$ cat config.mk
export PLATFORM = sky130hd
export DESIGN_NAME = thirty_two_bit_alu
export DESIGN_NICKNAME = d
export VERILOG_FILES = /design/src/rtl/thirty_two_bit_alu.sv
export SDC_FILE = /design/constraint.sdc
export NUM_CORES = 1
export LEC_CHECK = 0
export CAP_MARGIN = 20
export CORE_MARGIN = 2
export CORE_UTILIZATION = 49
export DETAILED_ROUTE_END_ITERATION = 16
export GPL_ROUTABILITY_DRIVEN = 0
export PLACE_DENSITY_LB_ADDON = 0.3
export SETUP_SLACK_MARGIN = 0.02
export SLEW_MARGIN = 20
export SYNTH_ARGS = -nofsm -noshare
export SYNTH_HDL_FRONTEND = slang
export SYNTH_SLANG_ARGS = --single-unit
export TNS_END_PERCENT = 20
$ cat constraint.sdc
create_clock -name clk -period 5.2 [get_ports clk]
set_input_delay 1.56 -clock clk [delete_from_list [all_inputs] [get_ports clk]]
set_output_delay 1.56 -clock clk [all_outputs]
set_load 0.01 [all_outputs]
$ cat src/rtl/thirty_two_bit_alu.sv
// thirty_two_bit_alu: registered ALU with set/zero/overflow flags, one-cycle latency.
// Optional macro ALU_SLTU_EN enables unsigned set-less-than on op 101.
module thirty_two_bit_alu #(
    parameter int WIDTH = 32
) (
    input  logic             clk,
    input  logic             reset,
    input  logic [WIDTH-1:0] a,
    input  logic [WIDTH-1:0] b,
    input  logic [2:0]       op,
    output logic [WIDTH-1:0] result,
    output logic             set,
    output logic             zero,
    output logic             overflow
);
    logic [WIDTH-1:0] sum, diff, result_d, result_q;
    logic             add_ovf, sub_ovf, slt, sltu, ovf_d;
    logic             set_q, zero_q, ovf_q;
    always_comb begin
        sum     = a + b;
        diff    = a + ~b + 1'b1;
        add_ovf = (a[WIDTH-1] == b[WIDTH-1]) && (sum[WIDTH-1] != a[WIDTH-1]);
        sub_ovf = (a[WIDTH-1] != b[WIDTH-1]) && (diff[WIDTH-1] != a[WIDTH-1]);
        slt     = diff[WIDTH-1] ^ sub_ovf;
`ifdef ALU_SLTU_EN
        sltu    = a < b;
`else
        sltu    = 1'b0;
`endif
        result_d = op == 3'b000 ? a & b :
                   op == 3'b001 ? a | b :
                   op == 3'b010 ? sum :
                   op == 3'b011 ? a ^ b :
                   op == 3'b100 ? ~(a | b) :
                   op == 3'b101 ? {{(WIDTH-1){1'b0}}, sltu} :
                   op == 3'b110 ? diff :
                                  {{(WIDTH-1){1'b0}}, slt};
        ovf_d = op == 3'b010 ? add_ovf : op == 3'b110 ? sub_ovf : 1'b0;
    end
    always_ff @(posedge clk) begin
        if (reset) begin
            result_q <= '0;
            set_q    <= 1'b0;
            zero_q   <= 1'b1;
            ovf_q    <= 1'b0;
        end else begin
            result_q <= result_d;
            set_q    <= slt;
            zero_q   <= result_d == '0;
            ovf_q    <= ovf_d;
        end
    end
    assign result   = result_q;
    assign set      = set_q;
    assign zero     = zero_q;
    assign overflow = ovf_q;
endmodule

# Yosys cells after proc, flatten, opt, wreduce, memory -nomap -nowiden
# Cells that the tools add are included.
# word_totals
register_bits,35
in_bits,69
output_inout_bits,35
elab_cells,36
# op_classes
addsub,3
eq_ne,10
mux,9
bitwise_logic,6
reduce_logical,4
# op_table
op,n
$mux W32,7
$add A32 B32 Y32,2
$not A32 Y32,2
$add A32 B1 Y32 const B,1
$and A32 B32 Y32,1
$logic_not A32 Y1,1
$or A32 B32 Y32,1
$xor A32 B32 Y32,1
$eq A3 B3 Y1 const B,3
$eq A3 B2 Y1 const B,2
$eq A3 B1 Y1 const B,1
$logic_not A3 Y1,1
$ne A1 B1 Y1,3
$logic_and A1 B1 Y1,2
$mux W1,2
$eq A1 B1 Y1,1
$xor A1 B1 Y1,1

# Longest topological paths before layout
# logic_depth
depth_word,14
depth_mapped,23
mapped_depth_nobuf,22

# Least setup slack after synthesis
# OpenSTA, ideal clock, no wires.
# synth_path
kind,input port to flip-flop
start,input port a[15]
end,"register zero_q, in the netlist zero"
setup_time_ns,0.060
arrival_ns,5.520
required_ns,5.140
path_slack_ns,-0.380
stages,23
path_cell_list,inv_1 > ha_1 > buf_2 > clkbuf_1 > nor4_1 > and3_1 > nand3_1 > a31oi_1 > o22ai_1 > nor2_1 > o21ba_2 > o21bai_1 > a21oi_1 > nor2_1 > fa_1 > mux2_2 > a21oi_1 > and4_1 > nand4_1 > nor4b_2 > nand4_1 > nor4b_2 > a41o_1
# synth_via
elab_chain_len,13
word_cells_on_any_way,18
cone_classes,3 x add/sub; 1 x eq/ne; 7 x mux; 5 x bitwise; 2 x reduce/logical
# synth_rtl
element,line,rtl
"start, declared",8,"input logic [WIDTH-1:0] a,"
$add A32 B32 Y32 *,21,diff = a + ~b + 1'b1;
$add A32 B1 Y32 *,21,
$ne A1 B1 Y1,23,sub_ovf = (a[WIDTH-1] != b[WIDTH-1]) && (diff[WIDTH-1] != a[WIDTH-1]);
$logic_and A1 B1 Y1,23,
$xor A1 B1 Y1 *,24,slt = diff[WIDTH-1] ^ sub_ovf;
via slt,17,"logic add_ovf, sub_ovf, slt, sltu, ovf_d;"
$mux W32 *,36,op == 3'b110 ? diff :
$mux W32 *,35,"op == 3'b101 ? {{(WIDTH-1){1'b0}}, sltu} :"
$mux W32 *,34,op == 3'b100 ? ~(a | b) :
$mux W32 *,33,op == 3'b011 ? a ^ b :
$mux W32 *,32,op == 3'b010 ? sum :
$mux W32 *,31,op == 3'b001 ? a | b :
$mux W32 *,30,result_d = op == 3'b000 ? a & b :
$logic_not A32 Y1 *,49,zero_q <= result_d == '0;
"end signal, assigned",44,zero_q <= 1'b1;
"end signal, assigned",49,
"end, declared",18,"logic set_q, zero_q, ovf_q;"
# Mark *: on every way through the listed nets, which the timed path passes. The rest lies on a longest branch.
# A chain may end at the register's enable or synchronous reset.

# Final worst setup path
# layout_path
start,input port b[13]
end,"register zero_q, in the netlist zero"
# layout_via
elab_chain_len,14
word_cells_on_any_way,19
cone_classes,3 x add/sub; 1 x eq/ne; 7 x mux; 6 x bitwise; 2 x reduce/logical
# layout_rtl
element,line,rtl
"start, declared",9,"input logic [WIDTH-1:0] b,"
$not A32 Y32 *,21,
$add A32 B32 Y32 *,21,
$add A32 B1 Y32 *,21,
$ne A1 B1 Y1,23,
$logic_and A1 B1 Y1,23,
$xor A1 B1 Y1 *,24,
via slt,17,
$mux W32 *,36,
$mux W32 *,35,
$mux W32 *,34,
$mux W32 *,33,
$mux W32 *,32,
$mux W32 *,31,
$mux W32 *,30,
$logic_not A32 Y1 *,49,
# Marked as above.

==> results <==
- The flow ran to the end, but the final reports show violations.
- The final reports fail on setup timing.
- The synthesized net count is 1155.
- Among all flip-flop cells after synthesis, the most frequent one is sky130_fd_sc_hd__dfxtp_1.
- After detailed placement, the design holds a cell count of 1420.
- The number of setup violations in the final report is 1.
- The switching power as a share of total power is 40.3%.
- The post-detailed-placement half-perimeter wirelength is 19.6 mm.
- On the worst path, the slowest cell contributes a delay of 0.37 ns.
- For this run, asynchronously set or reset flops after synthesis account for 0%.
- The global routing stage identified its most utilized layer as met2.
- For met3 alone, demand over resource in global routing was 5.34%.
- The residual DRC count is 0.
- The minimum clock period is 5.25 ns.
- The first global-routing pass estimated 42.1 mm of wire.
- The endpoint class of the critical path is a flip-flop.
- The first-pass detailed-route iteration total is 7.
- Measured along the x axis, the die boundary spans 123 µm.
- The number of different library cells used by synthesis comes to 101.
- The slowest stage of the critical path belongs to the cell sky130_fd_sc_hd__nor4_4.
- The required time at the worst-slack endpoint is 5.42 ns.
- The synthesized design contains 0 enable-type register cells.
- Setup repair after global routing could not meet its margin everywhere.
- After detailed routing, the total wire length is 26.7 mm.
- The number of I/O port buffers is 103.
- The clock-pin transition on the worst setup and hold timing paths is 0.06 ns.
- The number of hold violations in the final report came to 0.
- The switching power total is 0.000715 W.
- The achievable clock frequency is 0.190 GHz.
- The max-slew violation total from the final report came to 0.
- IR analysis of the VDD net gives a maximum drop of 0.125 mV.
- The tool flagged a number of max-cap violations equal to 0.
- After filler insertion, the fill cell instance count of the layout stands at 1017.
- Of all nets on the critical path, the largest fanout is 2.
- Walking the worst path, the cells encountered are buf_8 > inv_6 > ha_4 > nor4_4 > and3_4 > a32oi_4 > a31oi_4 > o22ai_2 > nor2_2 > o21ba_2 > o21bai_1 > a21oi_1 > nor2_1 > fa_2 > mux2_4 > a21oi_4 > and4_1 > nand4_1 > nor4b_2 > nand4_1 > nor4b_2 > a41o_1.
- Across all setup checks in the final design, the least slack found is -0.0503 ns.
- The total standard cell area after synthesis is 0.00692 mm².
- The final hold slack is 1.89 ns.
- The global-route track usage on met1 is 43.9%.
- For this design the ratio of total power to cell area is 170 mW/mm².
- The effective utilization at floorplan is 50.0%.
- The largest net degree at the start of global routing is 65.
- Synthesis inferred 35 register bits.
- The initial antenna violation count is 2.
- The number of cells in the finished layout apart from fillers is 1460.
- At the placement stage, the worst setup path has a slack of -0.813 ns.
- In the final routed layout, each cell accounts on average for 18.3 µm.
- The floorplan die area is 0.0151 mm².
- The routing usage on met2 is 58.0%.
- The die is 123 µm tall.
- The fraction of power consumed by sequential logic is 17.1%.
- The clock sink count is 35.
- The root buffer cell is sky130_fd_sc_hd__clkbuf_16.
- In this run the number of H-tree levels came out at 2.
- The category of the critical setup timing path is in2reg.
- The via-per-instance ratio is 6.15.
- Global routing used 34.8% of the available tracks.
- The number of warning messages in the yosys log is 0.
- The sum of overflow across all layers after global routing is 0.
- The clock share of power is 19.4%.
- TritonCTS created 5 clock buffers.
- In this run the static leakage power is 4.65 nW.
- The worst setup path is launched from an input port.
- The synthesized area divided by synthesized cell count is 7.00 µm².
- Counting along the longest clock path gives a buffer depth of 2.
- The min-delay analysis places its worst path in the category in2reg.
- In this run the core area contains 43 standard-cell rows.
- The arrival time at the worst endpoint is 5.47 ns.
- The number of antenna repair diodes is 0.
- Summing the sequential cell areas from Yosys gives 10.1% of the chip area.
- During I/O placement, the number of pins put on the boundary was 104.
- For the pin with the worst max-slew slack, the measured transition is 0.891 ns.
- The area of the placeable core is 0.0138 mm².
- In this run, the number of DRC markers left after iteration 0 of detailed routing was 1430.
- The total number of nets in the final design is 1446.
- In the final layout, the share of cells above drive strength 1 is 33.6%.
- The cell count after synthesis is 988.
- From synthesis to final layout, the design area changed by 50.5%.
- For this block, the via count after detailed routing is 8977.
- The worst slew margin relative to its limit is 40.3%.
- The number of global-route vias before repair came to 8546.
- In this run the remaining antenna-violating nets after routing total 0.
- The CTS tree is built.
- The share of the clock period used by the worst path is 101%.
- The part of the total power dissipated in combinational logic is 63.5%.
- The total internal power is 0.00106 W.
## layer usage
metal / wire length, µm / up-vias
li1: - / 4128
met1: 9860 / 4021
met2: 12200 / 678
met3: 3320 / 148
met4: 1380 / 2
met5: 8 / -
## metrics by stage
step | setup TNS (ns) | power, W | instance area, µm² | utilization [%]
finish | -0.0503 | 0.00177 | 10400 | 75.3
global placement | -1.25 | 0.00129 | 9550 | 69.1
CTS | -0.0255 | 0.00171 | 10300 | 74.3
floorplan | 0 | 0.000880 | 7120 | -
detailed placement | -1.43 | 0.00130 | 9550 | 69.1
global route | -0.285 | 0.00186 | 10400 | 75.3
## final timing paths
kind	start	to	slack (ns)	cells past startpoint
setup / recovery	b[13]	zero$_SDFF_PP1_	-0.05	22
hold / removal	b[3]	result[3]$_SDFF_PP0_	1.89	6
## power by group through the flow
| stage | Sequential, W | Clock, W | Combinational (W) |
|---|---|---|---|
| 6_report | 0.000302 | 0.000344 | 0.00113 |
| 5_1_grt | 0.000304 | 0.000354 | 0.00120 |
| 4_1_cts | 0.000302 | 0.000346 | 0.00106 |
| 3_5_place_dp | 0.000308 | 0 | 0.000997 |
| 3_3_place_gp | 0.000308 | 0 | 0.000978 |
| 2_1_floorplan | 0.000321 | 0 | 0.000559 |
## worst max-delay path: cells and delay by family
kind	cells	cell delay (ns)
AOI/OAI and AO/OA	8	1.02
buffers and inverters	2	0.15
adders and majority gates	2	0.53
muxes	1	0.29
and+or+nand+nor	9	1.93
## final cells by class
| type | instances | area, µm² | area share, % |
|---|---|---|---|
| timing repair buffer | 346 | 2800 | 26.8 |
| sequential | 35 | 701 | 6.73 |
| inverter | 104 | 410 | 3.94 |
| clock inverter | 3 | 47.5 | 0.457 |
| tap | 180 | 225 | 2.16 |
| multi-input combinational | 787 | 6110 | 58.7 |
| clock buffer | 5 | 125 | 1.20 |
## Yosys cell counts (12+ instances only)
library cell                 n  share of area (%)
sky130_fd_sc_hd__nor2_1    118                6.4
sky130_fd_sc_hd__inv_1     101                5.5
sky130_fd_sc_hd__ha_1       95                 17
sky130_fd_sc_hd__a21oi_1    91                6.6
sky130_fd_sc_hd__nand2_1    69                3.7
sky130_fd_sc_hd__o21ai_0    65                4.7
sky130_fd_sc_hd__dfxtp_1    35                 10
sky130_fd_sc_hd__clkbuf_1   26                1.4
sky130_fd_sc_hd__a211oi_1   22                2.4
sky130_fd_sc_hd__a31oi_1    21                1.9
sky130_fd_sc_hd__xnor2_1    21                2.7
sky130_fd_sc_hd__nor2b_1    20                1.8
sky130_fd_sc_hd__nor3_1     19                1.4
sky130_fd_sc_hd__buf_2      16                1.2
sky130_fd_sc_hd__nor4_1     14                1.3
sky130_fd_sc_hd__a21o_1     12                1.3
sky130_fd_sc_hd__o211ai_1   12                1.3
## cell families (layout without fill, tap and decap cells)
group,count (synthesis),in the layout,share of synthesized area [%]
XOR/XNOR,26,26,3.29
multiplexers,12,12,1.81
flip-flops,35,35,10.1
AND/OR/NAND/NOR,311,311,22.3
buffers and inverters,166,458,11.0
adder cells (fa/ha/maj),98,98,18.0
AO/OA/AOI/OAI,340,340,33.4
## sequential cells by signal, indices dropped and copies added (netlist names)
signal and count:
overflow 1, set 1, zero 1, result 32
## cell usage in the layout (no fill, tap or decap), types with 6 or more instances in the layout
| master | netlist | routed |
|---|---|---|
| sky130_fd_sc_hd__ha_4 | 0 | 31 |
| sky130_fd_sc_hd__a221oi_1 | 6 | 6 |
| sky130_fd_sc_hd__buf_2 | 16 | 14 |
| sky130_fd_sc_hd__a21o_1 | 12 | 12 |
| sky130_fd_sc_hd__nor2b_1 | 20 | 17 |
| sky130_fd_sc_hd__o22ai_1 | 11 | 10 |
| sky130_fd_sc_hd__inv_1 | 101 | 52 |
| sky130_fd_sc_hd__o31ai_1 | 11 | 9 |
| sky130_fd_sc_hd__buf_4 | 4 | 236 |
| sky130_fd_sc_hd__inv_2 | 2 | 44 |
| sky130_fd_sc_hd__nand4_1 | 10 | 10 |
| sky130_fd_sc_hd__clkdlybuf4s50_1 | 0 | 49 |
| sky130_fd_sc_hd__o21ai_0 | 65 | 64 |
| sky130_fd_sc_hd__nand2b_1 | 8 | 7 |
| sky130_fd_sc_hd__inv_4 | 0 | 6 |
| sky130_fd_sc_hd__and3_1 | 7 | 6 |
| sky130_fd_sc_hd__a211oi_1 | 22 | 22 |
| sky130_fd_sc_hd__dlygate4sd2_1 | 0 | 18 |
| sky130_fd_sc_hd__nand3_1 | 11 | 10 |
| sky130_fd_sc_hd__o211ai_1 | 12 | 12 |
| sky130_fd_sc_hd__nand2_1 | 69 | 69 |
| sky130_fd_sc_hd__mux2i_1 | 8 | 8 |
| sky130_fd_sc_hd__a211o_1 | 6 | 6 |
| sky130_fd_sc_hd__nor2_1 | 118 | 115 |
| sky130_fd_sc_hd__xnor2_1 | 21 | 21 |
| sky130_fd_sc_hd__a21oi_1 | 91 | 89 |
| sky130_fd_sc_hd__buf_6 | 7 | 15 |
| sky130_fd_sc_hd__dfxtp_1 | 35 | 35 |
| sky130_fd_sc_hd__nor4_1 | 14 | 10 |
| sky130_fd_sc_hd__and2_1 | 6 | 6 |
| sky130_fd_sc_hd__a31oi_1 | 21 | 19 |
| sky130_fd_sc_hd__ha_1 | 95 | 61 |
| sky130_fd_sc_hd__nor3_1 | 19 | 16 |
## repair_timing
item                                    CTS  global route
setup buffers                            25             7
gates cloned                              0             0
pin swaps                                47            33
gates resized for setup                 235            38
hold buffers                              0             0
endpoints found under the setup margin    2             2
Note: power is estimated with default switching activity, not from simulation.
